--- config.mk ---
export PLATFORM = sky130hd
export DESIGN_NAME = riscv_obi_mem_arbiter
export DESIGN_NICKNAME = d
export VERILOG_FILES = /design/src/rtl/riscv_obi_arb_pkg.sv /design/src/rtl/riscv_obi_arb_fifo.sv /design/src/rtl/riscv_obi_mem_arbiter.sv
export SDC_FILE = /design/constraint.sdc
export NUM_CORES = 1
export LEC_CHECK = 0
export CAP_MARGIN = 20
export CELL_PAD_IN_SITES_DETAIL_PLACEMENT = 1
export CELL_PAD_IN_SITES_GLOBAL_PLACEMENT = 1
export CORE_MARGIN = 3
export CORE_UTILIZATION = 13
export DETAILED_ROUTE_END_ITERATION = 8
export PLACE_DENSITY_LB_ADDON = 0.1
export SLEW_MARGIN = 20
export SYNTH_ARGS = -nofsm -noshare
export SYNTH_HDL_FRONTEND = slang
export SYNTH_SLANG_ARGS = --single-unit
--- constraint.sdc ---
create_clock -name clk_i -period 1.9 [get_ports clk_i]
set_clock_uncertainty 0.2 [all_clocks]
set_input_delay 0.38 -clock clk_i [delete_from_list [all_inputs] [get_ports clk_i]]
set_output_delay 0.38 -clock clk_i [all_outputs]
set_load 0.01 [all_outputs]
--- src/rtl/riscv_obi_arb_pkg.sv ---
// Shared types for the two-requester OBI memory arbiter.
// The address-phase struct is sized by the package widths below; the arbiter's
// ADDR_WIDTH / DATA_WIDTH parameters default to these and must be kept equal.
package riscv_obi_arb_pkg;

    localparam int unsigned ObiAddrWidth = 32;
    localparam int unsigned ObiDataWidth = 32;
    localparam int unsigned ObiBeWidth   = 4;

    typedef enum logic {
        REQ_INSTR = 1'b0,
        REQ_DATA  = 1'b1
    } obi_req_id_e;

    typedef struct packed {
        logic [ObiAddrWidth-1:0] addr;
        logic                    we;
        logic [ObiBeWidth-1:0]   be;
        logic [ObiDataWidth-1:0] wdata;
    } obi_addr_phase_t;

endpackage

--- src/rtl/riscv_obi_arb_fifo.sv ---
// In-order FIFO of requester ids: one entry per granted, not yet answered
// transaction. Pointers wrap modulo Depth, so Depth need not be a power of 2.
module riscv_obi_arb_fifo
    import riscv_obi_arb_pkg::*;
#(
    parameter int unsigned Depth = 2
) (
    input  logic        clk_i,
    input  logic        rst_ni,
    input  logic        push_i,
    input  obi_req_id_e id_i,
    input  logic        pop_i,
    output logic        full_o,
    output logic        empty_o,
    output obi_req_id_e head_o
);

    localparam int unsigned PtrW = (Depth > 1) ? $clog2(Depth) : 1;
    localparam int unsigned CntW = $clog2(Depth + 1);

    obi_req_id_e     mem_q [Depth];
    logic [PtrW-1:0] wr_ptr_q, rd_ptr_q;
    logic [CntW-1:0] cnt_q;
    logic            push_ok, pop_ok;

    assign full_o  = (cnt_q == CntW'(Depth));
    assign empty_o = (cnt_q == '0);
    assign head_o  = mem_q[rd_ptr_q];
    assign push_ok = push_i & ~full_o;
    assign pop_ok  = pop_i & ~empty_o;

    function automatic logic [PtrW-1:0] ptr_inc(input logic [PtrW-1:0] p);
        return (p == PtrW'(Depth - 1)) ? '0 : p + PtrW'(1);
    endfunction

    // Storage, pointers and occupancy; simultaneous push and pop keep the count.
    always_ff @(posedge clk_i or negedge rst_ni) begin
        if (!rst_ni) begin
            for (int unsigned i = 0; i < Depth; i++) begin
                mem_q[i] <= REQ_INSTR;
            end
            wr_ptr_q <= '0;
            rd_ptr_q <= '0;
            cnt_q    <= '0;
        end else begin
            if (push_ok) begin
                mem_q[wr_ptr_q] <= id_i;
                wr_ptr_q        <= ptr_inc(wr_ptr_q);
            end
            if (pop_ok) begin
                rd_ptr_q <= ptr_inc(rd_ptr_q);
            end
            if (push_ok && !pop_ok) begin
                cnt_q <= cnt_q + CntW'(1);
            end else if (!push_ok && pop_ok) begin
                cnt_q <= cnt_q - CntW'(1);
            end
        end
    end

endmodule

--- src/rtl/riscv_obi_mem_arbiter.sv ---
// Shares one OBI memory port between the instruction (0) and data (1) requesters.
// Round-robin selection, address phase held (locked) until granted, and in-order
// routing of responses back to their originator. err_o is a sticky protocol flag.
// Optional build macro OBI_ARB_STARVE_BOOST_EN adds per-requester wait counters
// that give a starved requester absolute priority once they reach STARVE_LIMIT.
module riscv_obi_mem_arbiter
    import riscv_obi_arb_pkg::*;
#(
    parameter int unsigned MAX_OUTSTANDING = 2,
    parameter int unsigned ADDR_WIDTH      = ObiAddrWidth,
    parameter int unsigned DATA_WIDTH      = ObiDataWidth,
    parameter int unsigned STARVE_LIMIT    = 8
) (
    input  logic                       clk_i,
    input  logic                       rst_ni,
    input  logic [1:0]                 req_i,
    output logic [1:0]                 gnt_o,
    input  logic [1:0][ADDR_WIDTH-1:0] addr_i,
    input  logic [1:0]                 we_i,
    input  logic [1:0][3:0]            be_i,
    input  logic [1:0][DATA_WIDTH-1:0] wdata_i,
    output logic [1:0]                 rvalid_o,
    output logic [DATA_WIDTH-1:0]      rdata_o,
    output logic                       mem_req_o,
    input  logic                       mem_gnt_i,
    output logic [ADDR_WIDTH-1:0]      mem_addr_o,
    output logic                       mem_we_o,
    output logic [3:0]                 mem_be_o,
    output logic [DATA_WIDTH-1:0]      mem_wdata_o,
    input  logic                       mem_rvalid_i,
    input  logic [DATA_WIDTH-1:0]      mem_rdata_i,
    output logic                       err_o
);

    obi_req_id_e     sel, rr_ptr_q, locked_id_q, head;
    logic            lock_q, err_q;
    logic            fifo_full, fifo_empty, push, pop;
    obi_addr_phase_t phase;

`ifdef OBI_ARB_STARVE_BOOST_EN
    localparam int unsigned WaitW = $clog2(STARVE_LIMIT + 1);

    logic [1:0][WaitW-1:0] wait_cnt_q;
    logic [1:0]            starved;

    // A requester is starved while it is still asking and its wait count hit the limit.
    always_comb begin
        for (int i = 0; i < 2; i++) begin
            starved[i] = req_i[i] && (wait_cnt_q[i] >= WaitW'(STARVE_LIMIT));
        end
    end

    // Wait counters: count ungranted request cycles, saturate, clear on grant.
    always_ff @(posedge clk_i or negedge rst_ni) begin
        if (!rst_ni) begin
            wait_cnt_q <= '0;
        end else begin
            for (int i = 0; i < 2; i++) begin
                if (gnt_o[i]) begin
                    wait_cnt_q[i] <= '0;
                end else if (req_i[i] && (wait_cnt_q[i] < WaitW'(STARVE_LIMIT))) begin
                    wait_cnt_q[i] <= wait_cnt_q[i] + WaitW'(1);
                end
            end
        end
    end
`else
    logic unused_starve_limit;
    assign unused_starve_limit = ^STARVE_LIMIT;
`endif

    // Selection: a held lock wins, then (optionally) starvation, then round-robin.
    always_comb begin
        sel = rr_ptr_q;
        if (lock_q) begin
            sel = locked_id_q;
`ifdef OBI_ARB_STARVE_BOOST_EN
        end else if (starved[REQ_DATA]) begin
            sel = REQ_DATA;
        end else if (starved[REQ_INSTR]) begin
            sel = REQ_INSTR;
`endif
        end else if (req_i[rr_ptr_q]) begin
            sel = rr_ptr_q;
        end else if (req_i[~rr_ptr_q]) begin
            sel = obi_req_id_e'(~rr_ptr_q);
        end
    end

    // A full route FIFO blocks new requests even if it pops this cycle.
    assign mem_req_o = req_i[sel] & ~fifo_full;
    assign push      = mem_req_o & mem_gnt_i;
    assign pop       = mem_rvalid_i & ~fifo_empty;

    assign phase.addr  = addr_i[sel];
    assign phase.we    = we_i[sel];
    assign phase.be    = be_i[sel];
    assign phase.wdata = wdata_i[sel];

    assign mem_addr_o  = phase.addr;
    assign mem_we_o    = phase.we;
    assign mem_be_o    = phase.be;
    assign mem_wdata_o = phase.wdata;
    assign rdata_o     = mem_rdata_i;
    assign err_o       = err_q;

    // Per-requester grant and response strobes.
    always_comb begin
        gnt_o         = '0;
        gnt_o[sel]    = push;
        rvalid_o      = '0;
        rvalid_o[head] = pop;
    end

    // Lock, round-robin pointer and sticky error flag.
    always_ff @(posedge clk_i or negedge rst_ni) begin
        if (!rst_ni) begin
            lock_q      <= 1'b0;
            locked_id_q <= REQ_INSTR;
            rr_ptr_q    <= REQ_INSTR;
            err_q       <= 1'b0;
        end else begin
            if (lock_q && !req_i[locked_id_q]) begin
                // Requester withdrew an ungranted address phase.
                lock_q <= 1'b0;
                err_q  <= 1'b1;
            end else if (mem_req_o && !mem_gnt_i) begin
                lock_q      <= 1'b1;
                locked_id_q <= sel;
            end else if (push) begin
                lock_q <= 1'b0;
            end
            if (push) begin
                rr_ptr_q <= obi_req_id_e'(~sel);
            end
            if (mem_rvalid_i && fifo_empty) begin
                err_q <= 1'b1;
            end
        end
    end

    riscv_obi_arb_fifo #(
        .Depth (MAX_OUTSTANDING)
    ) u_route_fifo (
        .clk_i   (clk_i),
        .rst_ni  (rst_ni),
        .push_i  (push),
        .id_i    (sel),
        .pop_i   (pop),
        .full_o  (fifo_full),
        .empty_o (fifo_empty),
        .head_o  (head)
    );

endmodule

== Yosys cells after proc, flatten, opt, wreduce, memory -nomap -nowiden ==
Index checks and enable logic that the tools add are counted.
Widths: inputs -> output; s select.

* Add/sub/neg operators: 4
* Reductions and logical operators: 17
* Multiplexer cells: 38
* $lt $le $gt $ge: 10
* Bitwise operators: 14
* Equality and inequality tests: 1

{| class="wikitable"
|+ Operator list
! operator !! count
|-
| $mux 32 || 4
|-
| $mux 1 || 26
|-
| $lt 1x2->1 const B || 5
|-
| $logic_and 1x1->1 || 8
|-
| $mux 4 || 2
|-
| $and 1x1->1 || 5
|-
| $not 1->1 || 5
|-
| $and 2x2->2 || 2
|-
| $ge 2x2->1 const B || 2
|-
| $logic_not 1->1 || 4
|-
| $mux 2 || 2
|-
| $not 1->2 || 2
|-
| $reduce_bool 2->1 || 2
|-
| $demux 1 s1 || 3
|-
| $reduce_bool 3->1 || 1
|-
| $add 1x1->1 const B || 2
|-
| $add 2x1->2 const B || 1
|-
| $bwmux 2 || 1
|-
| $eq 2x2->1 const B || 1
|-
| $ge 1x1->1 const B || 2
|-
| $logic_not 2->1 || 1
|-
| $lt 2x1->1 const B || 1
|-
| $reduce_and 2->1 || 1
|-
| $sub 2x1->2 const B || 1
|}

* Word-level logic and storage cells: 93
* Bits in registers: 10
* Input port bits: 176
* Output and inout bits: 107

== Logic depth before layout (Yosys ltp) ==
* Depth after elaboration: 15
* Gate-level depth with buffers: 7
* Depth with buffers taken out: 7

== Hierarchy ==
A second synthesis with hierarchy kept.

* Cell total of the unflattened synthesis: 164
* Area, all modules: 1647.8 µm²

{| class="wikitable"
|+ Modules (own cells, without submodules)
! module !! cells an instance !! instances !! area an instance (µm²) !! sequential area each (µm²)
|-
| riscv_obi_mem_arbiter || 141 || 1 || 1363.8 || 100.1
|-
| riscv_obi_arb_fifo || 23 || 1 || 284.0 || 150.1
|}

== Worst setup path before layout ==
Ideal clock, no wire load.

* Path type: input to output
* From: in req_i[0]
* To: out mem_addr_o[0]
* Stages on the path: 6
* Buffers on the path: 2
* Required time: 1.320 ns
* Data arrival time: 1.376 ns
* Path slack: -0.056 ns
* Cell sequence: inv_1 > a21oi_1 > o31a_1 > buf_6 > buf_6 > mux2_4

* Word-level cells in the longest chain between the ends: 7
* Elaborated cells between the ends (all ways): 9
* Classes of those cells: mux: 9

{| class="wikitable"
|+ Ends and longest elaborated chain
! what !! RTL line !! text
|-
| from (decl) || riscv_obi_mem_arbiter.sv:16 || <nowiki>input logic [1:0] req_i,</nowiki>
|-
| $mux 1 (not written as such) (2 in a row) || riscv_obi_mem_arbiter.sv:85 || <nowiki>end else if (req_i[~rr_ptr_q]) begin</nowiki>
|-
| $mux 1 || riscv_obi_mem_arbiter.sv:85 ||
|-
| $mux 1 (*) || riscv_obi_mem_arbiter.sv:83 || <nowiki>end else if (req_i[rr_ptr_q]) begin</nowiki>
|-
| $mux 1 (*) || riscv_obi_mem_arbiter.sv:75 || <nowiki>if (lock_q) begin</nowiki>
|-
| $mux 32 (not written as such) (*) (2 in a row) || riscv_obi_mem_arbiter.sv:95 || <nowiki>assign phase.addr = addr_i[sel];</nowiki>
|-
| to (decl) || riscv_obi_mem_arbiter.sv:26 || <nowiki>output logic [ADDR_WIDTH-1:0] mem_addr_o,</nowiki>
|}

Mark *: on every way between the ends. The rest lies on a longest branch, timed or not. The select of a mux whose other input is x is not followed.

== Worst setup path in the final report ==
* From: reg lock_q
* To: out mem_addr_o[26]

* Word-level cells in the longest chain between the ends: 3

{| class="wikitable"
|+ Ends and longest elaborated chain
! what !! RTL line !! text
|-
| from (decl) || riscv_obi_mem_arbiter.sv:36 || <nowiki>logic lock_q, err_q;</nowiki>
|-
| from (signal assigned) || riscv_obi_mem_arbiter.sv:118 || <nowiki>lock_q <= 1'b0;</nowiki>
|-
| from (signal assigned) || riscv_obi_mem_arbiter.sv:125 || <nowiki>lock_q <= 1'b0;</nowiki>
|-
| from (signal assigned) || riscv_obi_mem_arbiter.sv:128 || <nowiki>lock_q <= 1'b1;</nowiki>
|-
| $mux 1 || riscv_obi_mem_arbiter.sv:75 ||
|-
| $mux 32 (not written as such) (2 in a row) || riscv_obi_mem_arbiter.sv:95 ||
|}

Every way passes these cells. The select of a mux whose other input is x is not followed.

==> impl_metrics.tcl <==
set metrics [dict create \
    clock.fmax_mhz 394 \
    min_period_over_period_pct 134 \
    finalSetupTns_ps -35960 \
    synth_area_um2 1870 \
    slowest_stage "o31a_4" \
    cp.buffers_inverters 5 \
    clkSinkCount 10 \
    slew_viol_final 0 \
    cpMostUsedCell "buf_6" \
    yosysWarnings 0 \
    grt_usage_pct 13.3 \
    multi_input_area_um2 1370 \
    final_cells 577 \
    hold_viol 0 \
    seq_area_frac_synth_pct 13.4 \
    cp_data_required_time_ps 1320 \
    clk_transition_reported_paths_ps 40 \
    area_growth_pct 160 \
    antenna_found_initial 1 \
    path_class "register to output pin" \
    worst_slack_ps -640 \
    period_minus_slack_ps 2540 \
    antenna_left 0 \
    worstSkewPairLatency_ps 240 \
    peakVddDrop_mv 0.770 \
    seqCellArea_um2 250 \
    remaining_drc_errors 0 \
    nets 574 \
    r2r_slack_ps -190 \
    layout_commonest_cell "clkdlybuf4s50_1" \
    cts_made_buffers 3 \
    portBuffers 218 \
    post-place-cells 536 \
    rsz0062_at_grt "true" \
    tightest_slew_ps 477 \
    holdBufCountCts 0 \
    run_status "complete, but fails checks" \
    tritoncts "built" \
    routed_wirelength_mm 11.0 \
    grt_pass1_wl_mm 16.3 \
    cp.arrival_ps 1960 \
    ios 283 \
    dpl.hpwl_mm 9.15 \
    cp_slowest_stage_delay_ps 420 \
    viasPerCell 3.69 \
    first_iter_violations 36 \
    die_area_um2 15900 \
    core_um2 14000 \
    dp_slack_ps -1290 \
    post_drt_wl_per_cell_um 19.1 \
    hold_class "primary input to asynchronous set/reset pin" \
    slew_headroom_pct 68.1 \
    cp_top_family "buffers and inverters" \
    layout_common_cells "clkdlybuf4s50_1, buf_6, mux2_4" \
    synth-seq-cells 10 \
    place_congestion 0.777 \
    drv_cap 0 \
    overflow 0 \
    root_buffer "clkbuf_16" \
    r2r-end "u_route_fifo.cnt_q[1]" \
    yosys.area.top_type_share_pct 53.7 \
    critPathMaxFanout 5 \
    cp_cell_sequence "o31a_4 > buf_12 > buf_12 > buf_6 > buf_6 > mux2_4 > buf_6" \
    synth.area.top_cells "mux2_4, dfrtp_1, buf_4, buf_6, mux2_2" \
    syn_inst 158 \
    start_util_pct 13.4 \
    die_y_um 126 \
    placementRows 43 \
    h-tree-depth 1 \
    cellLeakagePower_nw 2.25 \
    hold_slack_ps 267 \
    mappedNetlistNets 335 \
    worstReg2RegStart "locked_id_q" \
    grt_max_degree 11 \
    clockBufferDepth 2 \
    fillers 1539 \
    synth.largest_area_cell "mux2_4" \
    grt_pass1_vias 2337 \
    setup_violations 74 \
    vias 2127 \
    drt_pass1_iterations 3 \
    drive_above_1_share_pct 56.3 \
    start_kind "register" \
    crit_path_end_kind "output pin" \
    ff2ff_path_depth 9 \
    violations "setup timing" \
    postSynthAreaPerCell_um2 11.8 \
    p_per_area_nw_per_um2 1360 \
    die_width_um 126 \
    netlist-cell-type-count 24 \
]
-- kinds of logic (layout without fill, tap and decap cells) --
kind of cell | Yosys count | count (layout) | share of synthesized area [%]
AO/OA/AOI/OAI | 12 | 12 | 5.21
XOR/XNOR | 5 | 5 | 2.34
adder cells (fa/ha/maj) | 1 | 1 | 0.668
buffers and inverters | 43 | 281 | 18.2
flip-flops | 10 | 10 | 13.4
multiplexers | 72 | 72 | 56.7
other | 0 | 1 | 0
AND/OR/NAND/NOR | 15 | 15 | 3.48
-- worst max path at each step --
stage          cells after the start        endpoint  startpoint
2_1_floorplan                      6   mem_addr_o[0]    req_i[0]
3_3_place_gp                       8  mem_addr_o[27]    req_i[0]
3_5_place_dp                       8  mem_addr_o[27]    req_i[0]
4_1_cts                           12  mem_addr_o[26]    req_i[0]
5_1_grt                            7  mem_wdata_o[6]      lock_q
6_report                           7  mem_addr_o[26]      lock_q
-- repair_timing --
action	in CTS	in global routing
resized for setup	391	81
endpoints found under the hold margin	0	0
setup buffers	34	7
pin swaps	6	10
endpoints found under the setup margin	80	79
gates cloned	4	1
-- through the flow --
step                util [%]  power (W)  area, um^2
CTS                     33.3    0.00632        4660
global placement        29.7    0.00463        4150
finish                  34.8    0.00663        4870
detailed placement      29.7    0.00463        4150
floorplan                  -    0.00289        1930
global route            34.8    0.00701        4870
-- power by group --
part	total (W)	internal [W]	switching (W)
combinational	0.00581	0.00377	0.00203
sequential	0.000408	0.000315	0.0000934
clock	0.000418	0.000317	0.000101
-- synthesized netlist by cell type, drive strengths merged --
cell	instances
a211o	1
a211oi	1
a21oi	2
a31oi	1
buf	40
dfrtp	10
ha	1
inv	3
mux2	71
mux2i	1
nand2	3
nand2b	1
nor2	8
nor2b	1
nor3	1
o2111ai	1
o21ai	3
o31a	1
o31ai	2
or2	1
xnor2	3
xor2	2
-- routing by layer --
layer	part of all wire [%]	track usage, %	vias to the layer above	routed length (um)
li1	-	-	1003	-
met1	39	15.7	981	4300
met2	50	23.4	135	5550
met3	9.4	5.13	8	1030
met4	1.4	1.96	0	158
met5	0	0	-	0
-- sequential cells by signal, summed over array words and instances (netlist names) --
| signal | cells |
|---|---|
| u_route_fifo.mem_q | 2 |
| u_route_fifo.cnt_q | 2 |
| u_route_fifo.rd_ptr_q | 1 |
| u_route_fifo.wr_ptr_q | 1 |
| rr_ptr_q | 1 |
| locked_id_q | 1 |
| lock_q | 1 |
| err_o | 1 |
-- cell type report --
class                           instances  area share, %
Clock buffer                            4           1.82
Tap cell                              180           4.62
Timing Repair Buffer                  274           59.8
Inverter                                3          0.539
Multi-Input combinational cell        105           28.0
Antenna cell                            1         0.0513
Sequential cell                        10           5.13
Power figures use the tool's default switching activity.
